## src/rtl/mem_port_arbiter_if.sv

```systemverilog
// Bundle of the fetch, LSU and memory-port signals around the shared memory arbiter.
// slave is the arbiter's view; master is the view of the units and memory around it.
interface mem_port_arbiter_if;
  logic        if_req;
  logic [31:0] if_addr;
  logic        if_gnt;
  logic        if_rvalid;
  logic [31:0] if_rdata;

  logic        ls_req;
  logic [3:0]  ls_we;
  logic [31:0] ls_addr;
  logic [31:0] ls_wdata;
  logic        ls_gnt;
  logic        ls_rvalid;
  logic [31:0] ls_rdata;

  logic        mem_req;
  logic [3:0]  mem_we;
  logic [31:0] mem_addr;
  logic [31:0] mem_wdata;
  logic        mem_ready;
  logic        mem_rvalid;
  logic [31:0] mem_rdata;

  logic        protocol_err;

  modport slave (
    input  if_req, if_addr,
    input  ls_req, ls_we, ls_addr, ls_wdata,
    input  mem_ready, mem_rvalid, mem_rdata,
    output if_gnt, if_rvalid, if_rdata,
    output ls_gnt, ls_rvalid, ls_rdata,
    output mem_req, mem_we, mem_addr, mem_wdata,
    output protocol_err
  );

  modport master (
    output if_req, if_addr,
    output ls_req, ls_we, ls_addr, ls_wdata,
    output mem_ready, mem_rvalid, mem_rdata,
    input  if_gnt, if_rvalid, if_rdata,
    input  ls_gnt, ls_rvalid, ls_rdata,
    input  mem_req, mem_we, mem_addr, mem_wdata,
    input  protocol_err
  );
endinterface

```

## src/rtl/mem_port_arbiter.sv

```systemverilog
// Arbitrates fetch and LSU onto one memory port, LSU first, with a starvation
// counter that forces a fetch win; tracks the single outstanding read and routes its response.
module mem_port_arbiter #(
  parameter int STARVE_MAX = 4
) (
  input logic                clk,
  input logic                rst,
  mem_port_arbiter_if.slave  bus
);

  typedef enum logic {S_IDLE, S_WAIT} state_t;

  localparam logic [3:0] STARVE_LIM = 4'(STARVE_MAX);

  state_t     state;
  logic       owner_ls;
  logic [3:0] starve_cnt;
  logic       protocol_err_q;

  logic issue_window;
  logic fetch_wins;
  logic grant;
  logic ls_is_write;
  logic read_accept;
  logic resp_valid;

  // A returning response frees the port, so a new access may issue in the same cycle.
  assign issue_window = (state == S_IDLE) || bus.mem_rvalid;
  assign fetch_wins   = (starve_cnt == STARVE_LIM) || !bus.ls_req;

  assign bus.mem_req   = !rst && issue_window && (fetch_wins ? bus.if_req : bus.ls_req);
  assign bus.mem_addr  = fetch_wins ? bus.if_addr : bus.ls_addr;
  assign bus.mem_we    = fetch_wins ? 4'b0000 : bus.ls_we;
  assign bus.mem_wdata = fetch_wins ? 32'h0 : bus.ls_wdata;

  assign grant      = bus.mem_req && bus.mem_ready;
  assign bus.if_gnt = grant && fetch_wins;
  assign bus.ls_gnt = grant && !fetch_wins;

  assign ls_is_write = |bus.ls_we;
  assign read_accept = bus.if_gnt || (bus.ls_gnt && !ls_is_write);

  // Responses arriving with nothing outstanding are dropped rather than routed.
  assign resp_valid    = bus.mem_rvalid && (state == S_WAIT);
  assign bus.if_rvalid = resp_valid && !owner_ls;
  assign bus.ls_rvalid = resp_valid && owner_ls;
  assign bus.if_rdata  = bus.mem_rdata;
  assign bus.ls_rdata  = bus.mem_rdata;

  assign bus.protocol_err = protocol_err_q;

  always_ff @(posedge clk) begin
    if (rst) begin
      state          <= S_IDLE;
      owner_ls       <= 1'b0;
      starve_cnt     <= 4'd0;
      protocol_err_q <= 1'b0;
    end else begin
      if (bus.mem_rvalid && (state == S_IDLE))
        protocol_err_q <= 1'b1;

      if (read_accept) begin
        state    <= S_WAIT;
        owner_ls <= bus.ls_gnt;
      end else if ((state == S_WAIT) && bus.mem_rvalid) begin
        state <= S_IDLE;
      end

      // Only losses while fetch is actually waiting count towards starvation.
      if (bus.if_gnt)
        starve_cnt <= 4'd0;
      else if (bus.ls_gnt && bus.if_req && (starve_cnt != STARVE_LIM))
        starve_cnt <= starve_cnt + 4'd1;
    end
  end

endmodule

```

## src/flat_wrapper.sv

```systemverilog
// flat-port wrapper written by rule: the top's interface ports become plain ports
module mem_port_arbiter_flat 
#(
  parameter int STARVE_MAX = 4
)
  (clk, rst, bus_if_req, bus_if_addr, bus_ls_req, bus_ls_we, bus_ls_addr, bus_ls_wdata, bus_mem_ready, bus_mem_rvalid, bus_mem_rdata, bus_if_gnt, bus_if_rvalid, bus_if_rdata, bus_ls_gnt, bus_ls_rvalid, bus_ls_rdata, bus_mem_req, bus_mem_we, bus_mem_addr, bus_mem_wdata, bus_protocol_err);
  mem_port_arbiter_if bus_i ();
  input logic clk;
  input logic rst;
  input wire logic [$bits(bus_i.if_req)-1:0] bus_if_req;
  input wire logic [$bits(bus_i.if_addr)-1:0] bus_if_addr;
  input wire logic [$bits(bus_i.ls_req)-1:0] bus_ls_req;
  input wire logic [$bits(bus_i.ls_we)-1:0] bus_ls_we;
  input wire logic [$bits(bus_i.ls_addr)-1:0] bus_ls_addr;
  input wire logic [$bits(bus_i.ls_wdata)-1:0] bus_ls_wdata;
  input wire logic [$bits(bus_i.mem_ready)-1:0] bus_mem_ready;
  input wire logic [$bits(bus_i.mem_rvalid)-1:0] bus_mem_rvalid;
  input wire logic [$bits(bus_i.mem_rdata)-1:0] bus_mem_rdata;
  output wire logic [$bits(bus_i.if_gnt)-1:0] bus_if_gnt;
  output wire logic [$bits(bus_i.if_rvalid)-1:0] bus_if_rvalid;
  output wire logic [$bits(bus_i.if_rdata)-1:0] bus_if_rdata;
  output wire logic [$bits(bus_i.ls_gnt)-1:0] bus_ls_gnt;
  output wire logic [$bits(bus_i.ls_rvalid)-1:0] bus_ls_rvalid;
  output wire logic [$bits(bus_i.ls_rdata)-1:0] bus_ls_rdata;
  output wire logic [$bits(bus_i.mem_req)-1:0] bus_mem_req;
  output wire logic [$bits(bus_i.mem_we)-1:0] bus_mem_we;
  output wire logic [$bits(bus_i.mem_addr)-1:0] bus_mem_addr;
  output wire logic [$bits(bus_i.mem_wdata)-1:0] bus_mem_wdata;
  output wire logic [$bits(bus_i.protocol_err)-1:0] bus_protocol_err;
  assign bus_i.if_req = bus_if_req;
  assign bus_i.if_addr = bus_if_addr;
  assign bus_i.ls_req = bus_ls_req;
  assign bus_i.ls_we = bus_ls_we;
  assign bus_i.ls_addr = bus_ls_addr;
  assign bus_i.ls_wdata = bus_ls_wdata;
  assign bus_i.mem_ready = bus_mem_ready;
  assign bus_i.mem_rvalid = bus_mem_rvalid;
  assign bus_i.mem_rdata = bus_mem_rdata;
  assign bus_if_gnt = bus_i.if_gnt;
  assign bus_if_rvalid = bus_i.if_rvalid;
  assign bus_if_rdata = bus_i.if_rdata;
  assign bus_ls_gnt = bus_i.ls_gnt;
  assign bus_ls_rvalid = bus_i.ls_rvalid;
  assign bus_ls_rdata = bus_i.ls_rdata;
  assign bus_mem_req = bus_i.mem_req;
  assign bus_mem_we = bus_i.mem_we;
  assign bus_mem_addr = bus_i.mem_addr;
  assign bus_mem_wdata = bus_i.mem_wdata;
  assign bus_protocol_err = bus_i.protocol_err;
  mem_port_arbiter #(.STARVE_MAX(STARVE_MAX)) u_core (.clk(clk), .rst(rst), .bus(bus_i));
endmodule
```

## config.mk

```make
export PLATFORM = sky130hd
export DESIGN_NAME = mem_port_arbiter_flat
export DESIGN_NICKNAME = d
export VERILOG_FILES = /design/src/rtl/mem_port_arbiter_if.sv /design/src/rtl/mem_port_arbiter.sv /design/src/flat_wrapper.sv
export SDC_FILE = /design/constraint.sdc
export NUM_CORES = 1
export LEC_CHECK = 0
export BUFFER_PORTS_ARGS = -buffer_cell sky130_fd_sc_hd__buf_2
export CAP_MARGIN = 20
export CORE_AREA = 2 2 107 109
export DETAILED_ROUTE_END_ITERATION = 6
export DIE_AREA = 0 0 109 111
export PLACE_DENSITY = 0.52
export SYNTH_ARGS = -nofsm -noshare
export SYNTH_HDL_FRONTEND = slang
export SYNTH_SLANG_ARGS = --single-unit
```

## constraint.sdc

```tcl
create_clock -name clk -period 1.5 [get_ports clk]
set_input_delay 0.075 -clock clk [delete_from_list [all_inputs] [get_ports clk]]
set_output_delay 0.075 -clock clk [all_outputs]
set_load 0.1 [all_outputs]
```

Yosys cells after proc, flatten, opt, wreduce, memory -nomap -nowiden
Index checks and enable logic that the tools add are counted.

storage, ports and cells
  register bits after elaboration = 7
  bits of input ports = 138
  output and inout bits = 138
  logic and storage cells = 37

cells by class
  $add $sub $neg = 1
  eq/ne operators = 2
  muxes and demuxes = 6
  bitwise gates (word level) = 1
  reduce and logical (&&, ||, !) cells = 23

operators by type and width
  cell                                                   count
  2-to-1 mux 32 bit                                      2
  logical AND 1 bit                                      12
  logical NOT 1 bit                                      5
  adder 4 x 1 -> 4 bit, second input constant            1
  equality test 4 x 3 -> 1 bit, second input constant    1
  2-to-1 mux 4 bit                                       1
  inequality test 4 x 3 -> 1 bit, second input constant  1
  OR reduction 4 bit                                     1
  logical OR 1 bit                                       3
  2-to-1 mux 1 bit                                       3
  nonzero test 2 bit                                     1
  OR reduction 2 bit                                     1
  inverter 1 bit                                         1

Longest topological paths before layout
  word-level depth = 9
  gate-level depth with buffers = 8
  gate-level depth less buffers = 6

Worst setup path after synthesis
OpenSTA, ideal clock, no wires.

  path type = register -> output
  from = register u_core.starve_cnt[0]
  to = output bus_if_gnt
  arrival time = 3143 ps
  required time = 1425 ps
  slack = -1718 ps
  cell stages (with the launch flop) = 7
  path buffers = 0
  cell sequence = dfxtp_1 -> inv_1 -> ha_1 -> nand3b_4 -> nand2_1 -> a21oi_1 -> and3_2

between the ends
  word-level cells in the longest chain between the ends = 6

ends and longest elaborated chain
  element                       RTL line                RTL
  from (decl)                   mem_port_arbiter.sv:17  logic [3:0] starve_cnt;
  from (signal assigned)        mem_port_arbiter.sv:73  starve_cnt <= starve_cnt + 4'd1;
  equality test 4 x 3 -> 1 bit  mem_port_arbiter.sv:29  assign fetch_wins = (starve_cnt == STARVE_LIM) || !bus.ls_req;
  logical OR 1 bit              mem_port_arbiter.sv:29
  2-to-1 mux 1 bit              mem_port_arbiter.sv:31  assign bus.mem_req = !rst && issue_window && (fetch_wins ? bus.if_req : bus.ls_req);
  logical AND 1 bit             mem_port_arbiter.sv:31
  named net bus_mem_req         flat_wrapper.sv:25      output wire logic [$bits(bus_i.mem_req)-1:0] bus_mem_req;
  logical AND 1 bit             mem_port_arbiter.sv:36  assign grant = bus.mem_req && bus.mem_ready;
  logical AND 1 bit             mem_port_arbiter.sv:37  assign bus.if_gnt = grant && fetch_wins;
  to (decl)                     flat_wrapper.sv:19      output wire logic [$bits(bus_i.if_gnt)-1:0] bus_if_gnt;

The timed path passes the listed nets, and every way through them passes these cells.

Final worst setup path
  from = register u_core.starve_cnt[1]
  to = output bus_ls_gnt

between the ends
  word-level cells in the longest chain between the ends = 6
  elaborated cells between the ends (all ways) = 7
  those cells by class = 1 x eq/ne; 1 x mux; 5 x reduce/logical

ends and longest elaborated chain
  element                         RTL line                RTL
  equality test 4 x 3 -> 1 bit *  mem_port_arbiter.sv:29
  logical OR 1 bit *              mem_port_arbiter.sv:29
  2-to-1 mux 1 bit                mem_port_arbiter.sv:31
  logical AND 1 bit               mem_port_arbiter.sv:31
  logical AND 1 bit               mem_port_arbiter.sv:36
  logical AND 1 bit *             mem_port_arbiter.sv:38  assign bus.ls_gnt = grant && !fetch_wins;
  to (decl)                       flat_wrapper.sv:22      output wire logic [$bits(bus_i.ls_gnt)-1:0] bus_ls_gnt;

Mark *: on every way between the ends. The rest lies on a longest branch, timed or not.

==> results.toml <==
[sta]
slew_viol_final = 0
maxSlewHeadroom = 0.676
fmax_mhz = 598
worst_pin_slew_ps = 489
finalSetupTns_ps = -8450
whs_ps = 99.7
final-setup-viol-count = 72
hold_viol_final = 0
fin_crit_ps = 1670
finalCritPeriodShare = 1.11
fin_worst_skew_ps = 0.940
fin_ws_ps = -172
rsz0062_at_grt = "yes"

[grt]
grt_start_max_net_pins = 38
grtUsageTotal = 0.120
grt_antenna_before_repair = 0
first_global_vias = 2237
grt_pass1_wl_um = 11300
overflow = 0

[die]
num_rows = 39
fp.dieW_um = 109
start_util = 0.143
core_um2 = 11100
fp.dieH_um = 111
ios = 276
dieArea_um2 = 12100

[layout]
post-route-util = 0.357
layout-drive-gt1-share = 0.760
post-route-cell-area_um2 = 3950
fillers = 1130
n_antenna_cell = 0
stdcell_count = 535
layout.nets = 533
synthToLayoutAreaGrowth_pct = 150

[clocking]
clk_latency_ps = 240
numCtsBuffers = 3
path_clk_slew_ps = 40
cts_tree = "done"
cts_root_buf = "clkbuf_16"
cts_buffer_depth = 2
ctsHtreeMaxLevel = 1
clock-sinks = 7

[worst_setup_path]
setup.worst_path.class = "register to primary output"
ff2ff_setup_slack_ps = -100
cp-end-kind = "primary output"
critical_path_peak_fanout = 17
cpMostUsedCell = "buf_12"
worstSetupStartpointType = "register"
rr_worst_depth = 8
cp.arrival_ps = 1600
required_ps = 1420
cpMaxStageDelayCell = "dfxtp_2"
path_cells = "inv_2 -> ha_4 -> nand3b_4 -> and2_4 -> buf_12 -> and3_4 -> buf_12"
cpPeakStageDelay_ps = 330

[worst_hold_path]
holdPathStages = 2
hold_path.class = "primary input to register"

[power_and_ir_drop]
leakagePower_nw = 1.92
peakVddDrop_mv = 0.344
power.total_mw = 2.69
p_per_area_nw_per_um2 = 680

[routing]
drtPass1Iterations = 4
totalWireLength_um = 7680
wire_per_inst_um = 14.4
vias = 2160
vias_per_cell = 4.04
drtIter0Drc = 77
drc = 0
antenna_left = 0

[placement]
place_congestion = 0.792
dp_hpwl_um = 6390
port_buffers = 179
dp_slack_ps = -11.1
dpl_cell_area_um2 = 3700
post-place-cells = 523

[yosys]
synthCells = 268
synth-seq-cells = 7
yosysSeqAreaShare = 0.0885
ys_types = 25
synth.net_count = 408
synthesis.area_um2 = 1580
syn_area_per_cell_um2 = 5.91
ys_warn_count = 0

[outcome]
violations = "setup timing"
outcome = "complete, but fails checks"

[run]
maxCapViolations = 0
## layer usage
metal	part of all wire	up-vias	GRT usage
met2	0.56	143	0.246
met3	0.11	14	0.0364
li1	-	1046	-
met5	0	-	0
met4	0.020	0	0.0376
met1	0.31	957	0.107
## path summary, 6_finish.rpt
path                                                            from                                   end
worst max-delay path               u_core.starve_cnt[1]$_SDFFE_PP0P_                            bus_ls_gnt
worst min-delay path                                             rst  u_core.bus.protocol_err$_SDFFE_PP0P_
worst max register to register     u_core.starve_cnt[1]$_SDFFE_PP0P_     u_core.starve_cnt[2]$_SDFFE_PP0P_
worst min register to register  u_core.bus.protocol_err$_SDFFE_PP0P_  u_core.bus.protocol_err$_SDFFE_PP0P_
## worst max-delay path: cells and delay by family (launching register included)
kind / cells / cell delay (ps)
fa+ha+maj: 1 / 150
buf+inv: 3 / 380
flops: 1 / 330
simple gates: 3 / 500
## cells in the mapped netlist, drive strengths merged
master,number,share of area
buf,67,0.31
a41o,1,0.0063
nand4,1,0.0040
ha,2,0.016
clkbuf,12,0.028
o21ai,2,0.0063
nand3,3,0.0095
o31ai,2,0.0095
and3,39,0.15
a21oi,8,0.025
nand2,103,0.25
nand3b,1,0.013
nand2b,1,0.0087
and2,4,0.017
or4,3,0.014
nor2,4,0.0095
inv,6,0.014
o22ai,2,0.0079
dfxtp,7,0.089
## kinds of logic after synthesis
logic type | count (synthesis) | share of synthesized area
AND/OR/NAND/NOR | 159 | 0.485
buffers and inverters | 85 | 0.356
AO/OA/AOI/OAI | 15 | 0.0553
flip-flops | 7 | 0.0885
adder cells (fa/ha/maj) | 2 | 0.0158
## report_power, final
group          total, mW  leakage, nW  internal, mW  switching (mW)
sequential         0.195       0.0579         0.192         0.00284
combinational       2.02         1.82         0.740            1.28
clock              0.467       0.0409         0.351           0.116
## cells in the final DEF, fill, tap and decap left out, drive strengths merged
master / count
inv: 6
or4: 3
o21ai: 2
dfxtp: 7
a41o: 1
and2: 4
nand3b: 1
nand4: 1
a21oi: 8
o31ai: 2
nand2b: 1
o22ai: 2
nand3: 3
clkinv: 1
ha: 2
nand2: 103
buf: 198
clkbuf: 4
and3: 39
nor2: 4
## registers in the layout (all words and copies together), names as in the netlist
register / cells
u_core.bus.protocol_err: 1
u_core.owner_ls: 1
u_core.starve_cnt: 4
u_core.state: 1
## timing repair
action,CTS,global route
gates cloned,2,1
hold buffers,0,0
buffers inserted,4,3
endpoints found under the setup margin,71,75
pin swaps,2,4
resized for setup,13,14
## cell type report
| class | count | area (um2) | share of cell area |
|---|---|---|---|
| Clock buffer | 3 | 75.1 | 0.0190 |
| Timing Repair Buffer | 199 | 2210 | 0.558 |
| Clock inverter | 1 | 5.00 | 0.00127 |
| Multi-Input combinational cell | 176 | 1320 | 0.334 |
| Sequential cell | 7 | 143 | 0.0361 |
| Inverter | 6 | 22.5 | 0.00570 |
| Tap cell | 143 | 179 | 0.0453 |
Note: power is estimated with default switching activity, not from simulation.
